--- src/rtl/vid_demux_if.sv ---
// vid_demux_if: source video stream in, N routed video streams plus switch status out.
//   pixel_in/h_sync_in/v_sync_in/de_in : source RGB stream and its active-high syncs
//   sw                                  : requested destination channel
//   pixel_out/h_sync_out/v_sync_out/de_out : per-channel routed stream, 1 clk latency
//   sel_out/switch_pending/switch_done  : active channel and switch status
interface vid_demux_if #(
  parameter int N        = 3,
  parameter int ADDR_LEN = $clog2(N)
);
  logic [23:0]         pixel_in;
  logic                h_sync_in;
  logic                v_sync_in;
  logic                de_in;
  logic [ADDR_LEN-1:0] sw;
  logic [N-1:0][23:0]  pixel_out;
  logic [N-1:0]        h_sync_out;
  logic [N-1:0]        v_sync_out;
  logic [N-1:0]        de_out;
  logic [ADDR_LEN-1:0] sel_out;
  logic                switch_pending;
  logic                switch_done;
  modport master (
    output pixel_in, h_sync_in, v_sync_in, de_in, sw,
    input  pixel_out, h_sync_out, v_sync_out, de_out, sel_out, switch_pending, switch_done
  );
  modport slave (
    input  pixel_in, h_sync_in, v_sync_in, de_in, sw,
    output pixel_out, h_sync_out, v_sync_out, de_out, sel_out, switch_pending, switch_done
  );
endinterface

--- src/rtl/vid_demux.sv ---
// vid_demux: routes one video stream to one of N channels, switching only at frame start.
//   clk   : single clock
//   rst_n : asynchronous active-low reset
//   bus   : vid_demux_if slave (source stream and sw in; channel streams and status out)
module vid_demux #(
  parameter int N        = 3,
  parameter int ADDR_LEN = $clog2(N)
) (
  input logic        clk,
  input logic        rst_n,
  vid_demux_if.slave bus
);
  logic [ADDR_LEN-1:0] sw_q, sel_q, sel_d;
  logic                vs_prev_q, vs_rise, sw_valid, take;
  logic [N-1:0][23:0]  pixel_q, pixel_d;
  logic [N-1:0]        hs_q, hs_d, vs_q, vs_d, de_q, de_d;
  logic                pend_q, pend_d, done_q, done_d;
  always_comb begin
    vs_rise  = bus.v_sync_in & ~vs_prev_q;
    sw_valid = 32'(sw_q) < N;
    take     = vs_rise & sw_valid & (sw_q != sel_q);
    // the frame-start cycle already routes to the new channel so it sees the first v_sync sample
    sel_d    = take ? sw_q : sel_q;
    pend_d   = sw_valid & (sw_q != sel_d);
    done_d   = take;
    pixel_d  = '0;
    hs_d     = '0;
    vs_d     = '0;
    de_d     = '0;
    for (int k = 0; k < N; k++) begin
      pixel_d[k] = (ADDR_LEN'(k) == sel_d) ? bus.pixel_in : 24'h000000;
      hs_d[k]    = (ADDR_LEN'(k) == sel_d) & bus.h_sync_in;
      vs_d[k]    = (ADDR_LEN'(k) == sel_d) & bus.v_sync_in;
      de_d[k]    = (ADDR_LEN'(k) == sel_d) & bus.de_in;
    end
  end
  // vs_prev resets high so a v_sync already asserted at reset release is not a frame start
  always_ff @(posedge clk or negedge rst_n) begin
    if (!rst_n) begin
      sw_q      <= '0;
      sel_q     <= '0;
      vs_prev_q <= 1'b1;
      pixel_q   <= '0;
      hs_q      <= '0;
      vs_q      <= '0;
      de_q      <= '0;
      pend_q    <= 1'b0;
      done_q    <= 1'b0;
    end else begin
      sw_q      <= bus.sw;
      sel_q     <= sel_d;
      vs_prev_q <= bus.v_sync_in;
      pixel_q   <= pixel_d;
      hs_q      <= hs_d;
      vs_q      <= vs_d;
      de_q      <= de_d;
      pend_q    <= pend_d;
      done_q    <= done_d;
    end
  end
  assign bus.pixel_out      = pixel_q;
  assign bus.h_sync_out     = hs_q;
  assign bus.v_sync_out     = vs_q;
  assign bus.de_out         = de_q;
  assign bus.sel_out        = sel_q;
  assign bus.switch_pending = pend_q;
  assign bus.switch_done    = done_q;
endmodule

--- src/flat_wrapper.sv ---
// flat-port wrapper written by rule: the top's interface ports become plain ports
module vid_demux_flat 
#(
  parameter int N        = 3,
  parameter int ADDR_LEN = $clog2(N)
)
  (clk, rst_n, bus_pixel_in, bus_h_sync_in, bus_v_sync_in, bus_de_in, bus_sw, bus_pixel_out, bus_h_sync_out, bus_v_sync_out, bus_de_out, bus_sel_out, bus_switch_pending, bus_switch_done);
  vid_demux_if #(.N(N), .ADDR_LEN(ADDR_LEN)) bus_i ();
  input logic clk;
  input logic rst_n;
  input wire logic [$bits(bus_i.pixel_in)-1:0] bus_pixel_in;
  input wire logic [$bits(bus_i.h_sync_in)-1:0] bus_h_sync_in;
  input wire logic [$bits(bus_i.v_sync_in)-1:0] bus_v_sync_in;
  input wire logic [$bits(bus_i.de_in)-1:0] bus_de_in;
  input wire logic [$bits(bus_i.sw)-1:0] bus_sw;
  output wire logic [$bits(bus_i.pixel_out)-1:0] bus_pixel_out;
  output wire logic [$bits(bus_i.h_sync_out)-1:0] bus_h_sync_out;
  output wire logic [$bits(bus_i.v_sync_out)-1:0] bus_v_sync_out;
  output wire logic [$bits(bus_i.de_out)-1:0] bus_de_out;
  output wire logic [$bits(bus_i.sel_out)-1:0] bus_sel_out;
  output wire logic [$bits(bus_i.switch_pending)-1:0] bus_switch_pending;
  output wire logic [$bits(bus_i.switch_done)-1:0] bus_switch_done;
  assign bus_i.pixel_in = bus_pixel_in;
  assign bus_i.h_sync_in = bus_h_sync_in;
  assign bus_i.v_sync_in = bus_v_sync_in;
  assign bus_i.de_in = bus_de_in;
  assign bus_i.sw = bus_sw;
  assign bus_pixel_out = bus_i.pixel_out;
  assign bus_h_sync_out = bus_i.h_sync_out;
  assign bus_v_sync_out = bus_i.v_sync_out;
  assign bus_de_out = bus_i.de_out;
  assign bus_sel_out = bus_i.sel_out;
  assign bus_switch_pending = bus_i.switch_pending;
  assign bus_switch_done = bus_i.switch_done;
  vid_demux #(.N(N), .ADDR_LEN(ADDR_LEN)) u_core (.clk(clk), .rst_n(rst_n), .bus(bus_i));
endmodule
--- config.mk ---
export PLATFORM = sky130hd
export DESIGN_NAME = vid_demux_flat
export DESIGN_NICKNAME = d
export VERILOG_FILES = /design/src/rtl/vid_demux_if.sv /design/src/rtl/vid_demux.sv /design/src/flat_wrapper.sv
export SDC_FILE = /design/constraint.sdc
export NUM_CORES = 1
export LEC_CHECK = 0
export CAP_MARGIN = 15
export CELL_PAD_IN_SITES_DETAIL_PLACEMENT = 0
export CELL_PAD_IN_SITES_GLOBAL_PLACEMENT = 1
export CORE_ASPECT_RATIO = 1.4
export CORE_MARGIN = 3
export CORE_UTILIZATION = 34
export DETAILED_ROUTE_END_ITERATION = 7
export GPL_ROUTABILITY_DRIVEN = 1
export PLACE_DENSITY = 0.9
export REMOVE_ABC_BUFFERS = 1
export SYNTH_ARGS = -nofsm -noshare
export SYNTH_HDL_FRONTEND = slang
export SYNTH_SLANG_ARGS = --single-unit
--- constraint.sdc ---
create_clock -name clk -period 1.8 [get_ports clk]
set_input_delay 0.36 -clock clk [delete_from_list [all_inputs] [get_ports clk]]
set_output_delay 0.36 -clock clk [all_outputs]
set_load 0.05 [all_outputs]
==> metrics.txt <==
nature of the critical path startpoint input pin; Post-Layout Cell Count about 430; Syn. warnings 0; clock transition at the registers of the reported paths 60 ps; Overflow after GRT 0; die area 0.0100 mm²; layout cells sized above 1 39.6%; Least-Margin Pin Slew about 480 ps; DR top layer met4; DRT Wirelength 6710 µm; Slew headroom 67.8%; clock latency on the worst-skew pair 320 ps; worst vdd ir 576 µV; first-pass GRT wire length 10700 µm; largest net degree at the start of global routing 89; clock power share about a third; critical path's largest stage delay 530 ps; Post-Place Cells around 420; FP Rows 39; Mapped Area 0.00300 mm²; CTS hold repair buffers 0; switching share of power 31.6%; Antenna Nets Post-Route 0; initial antenna violation count 0; sequential fraction of design power approximately two fifths; fmax around 650 MHz; CTS Root Cell clkbuf_16; #FFs+latches synth 88; Lkg Pwr 2.22 nW; Clock Sink Count between 80 and 90; WL met1 roughly 2300 µm; Crit Path Category input pin to register; wire length on met3 489 µm; design area 0.00441 mm²; IO Pins 116; sequential area share after synthesis 73.4%; Initial Util 35.8%; CTS buffer count 9; min-delay worst type input pin to async pin; final setup violation count 0; crit-path cells clkdlybuf4s50_1 -> or3b_4 -> a21oi_4 -> buf_12 -> and2_2; DRT iter0 DRCs 60; wire length per cell 15.5 µm; # nets final about 360; GRT Overall Usage 14.2%; pre-CTS setup slack -70.5 ps; Post-Syn Area per Cell 15.1 µm²; via count of the routed design 1914; crit end category register; post-DP HPWL 4720 µm; unique cell type count in the Yosys netlist 20; Crit path required time 2060 ps; post-layout minimum cycle time about 1500 ps; Final Core Density 52.5%; Ant. Diodes 0; P per Cell Area about 1200 mW/mm²; Internal Dissipation 3.65 mW; DRC 0; H-tree level count 3; switching power 1.68 mW; Slew Limit Fails 0; Worst Slack Setup Final 268 ps; critical path data arrival time between 1500 and 2000 ps; layout overhead on the synthesized area 46.8%; Gate power share 26.4%; DR pass1 iterations 4; GP Congestion 0.761; maximum buffer depth of the clock tree 2; vias in the first global route around 2100; Die Span Y roughly 120 µm; Gate Count Post-Synth 199; Worst path slowest cell clkdlybuf4s50_1; run status complete, no violations; Worst Clk Skew 5.37 ps; vias per cell 4.42; final worst-path cycle share between 80% and 90%; Core ar. 0.00839 mm²; Max Cap Viol 0; Area after DPL 0.00414 mm²; I/O Buffers 115; RSZ-0062 raised after global routing no; Die X 85.4 µm; metal2 WL 3850 µm; CP Max Fanout 27; CTS tree done; final hold vios 0; Total Power 5.33 mW
## synth_stat cells, drive strengths merged
master / n / share of area (%)
o211ai: 1 / 0.42
a21boi: 27 / 6.8
nor3b: 2 / 0.67
dfstp: 1 / 0.88
and2: 55 / 12
nand2b: 5 / 1.1
o22ai: 2 / 0.42
dfrtp: 87 / 73
inv: 2 / 0.25
buf: 6 / 1.8
clkbuf: 2 / 0.33
or2b: 1 / 0.29
a21oi: 6 / 1.7
or3b: 2 / 0.75
## critical path: cells and delay by family
kind	cells	cell delay [ps]
buffers and inverters	2	700
AO/OA/AOI/OAI	1	150
AND/OR/NAND/NOR	2	570
## path summary, 6_finish.rpt
path / startpoint / end / slack, ps / cells after the start
min in group clk: bus_sw[1] / u_core.sw_q[1] / 480 / 1
setup reg to reg: u_core.sw_q[1] / u_core.bus.de_out[1] / 380 / 4
setup / recovery: bus_v_sync_in / u_core.bus.de_out[1] / 270 / 5
hold / removal: rst_n / u_core.bus.v_sync_out[0] / 40 / 2
max in group asynchronous: rst_n / u_core.vs_prev_q / 1340 / 2
hold reg to reg: u_core.bus.sel_out[1] / u_core.bus.switch_pending / 640 / 2
## power by group through the flow
stage | Sequential (mW) | Combinational, mW | Clock (mW)
6_report | 2.23 | 1.41 | 1.69
5_1_grt | 2.25 | 1.48 | 1.81
4_1_cts | 2.24 | 1.43 | 1.74
3_5_place_dp | 2.27 | 1.43 | 0
3_3_place_gp | 2.27 | 1.40 | 0
2_1_floorplan | 2.92 | 0.201 | 0
## cell usage in the layout (no fill, tap or decap), types with 2 or more instances in the layout
cell type,n
buf_4,92
dfrtp_1,87
and2_2,14
clkbuf_16,9
clkbuf_8,3
a21oi_4,2
a21boi_0,23
a21oi_1,4
buf_12,4
nand2b_1,4
clkdlybuf4s50_1,29
and2_1,41
or3b_4,2
inv_1,2
clkbuf_1,2
a21boi_1,4
o22ai_1,2
## per-stage QoR
step	setup TNS, ps	hold WS [ps]
after floorplan	0	64.4
after global placement	-1170	415
final	0	36.6
after global routing	0	93.0
after detailed placement	-3140	438
after CTS	0	83.7
## timing repair
action	in CTS	in global routing
buffers inserted	0	0
resized for setup	1	0
endpoints found under the setup margin	1	0
## state kept, by name (all words and copies together) (netlist names)
name / flops
u_core.bus.de_out: 3
u_core.bus.h_sync_out: 3
u_core.sw_q: 2
u_core.bus.sel_out: 2
u_core.bus.switch_done: 1
u_core.vs_prev_q: 1
u_core.bus.pixel_out: 72
u_core.bus.v_sync_out: 3
u_core.bus.switch_pending: 1
## per-layer routing
layer / global-route usage [%] / vias to the layer above
met4: 6.55 / 0
met2: 26.0 / 73
met5: 0 / -
met3: 4.90 / 6
met1: 14.6 / 941
li1: - / 894
## final cells by class
type                       count  area, µm²
sequential                    88       2200
inverter                       2       7.51
clock buffer                  14        274
timing repair buffer         126       1070
multi-input combinational    101        727
fill                         719       3980
tap                          102        128
## logic make-up (layout without fill, tap and decap cells)
group,after synthesis,count (layout),synth area share [%]
simple gates,65,65,14.9
compound gates,36,36,9.33
buf+inv,10,142,2.42
flops,88,88,73.4
Note: power is estimated with default switching activity, not from simulation.
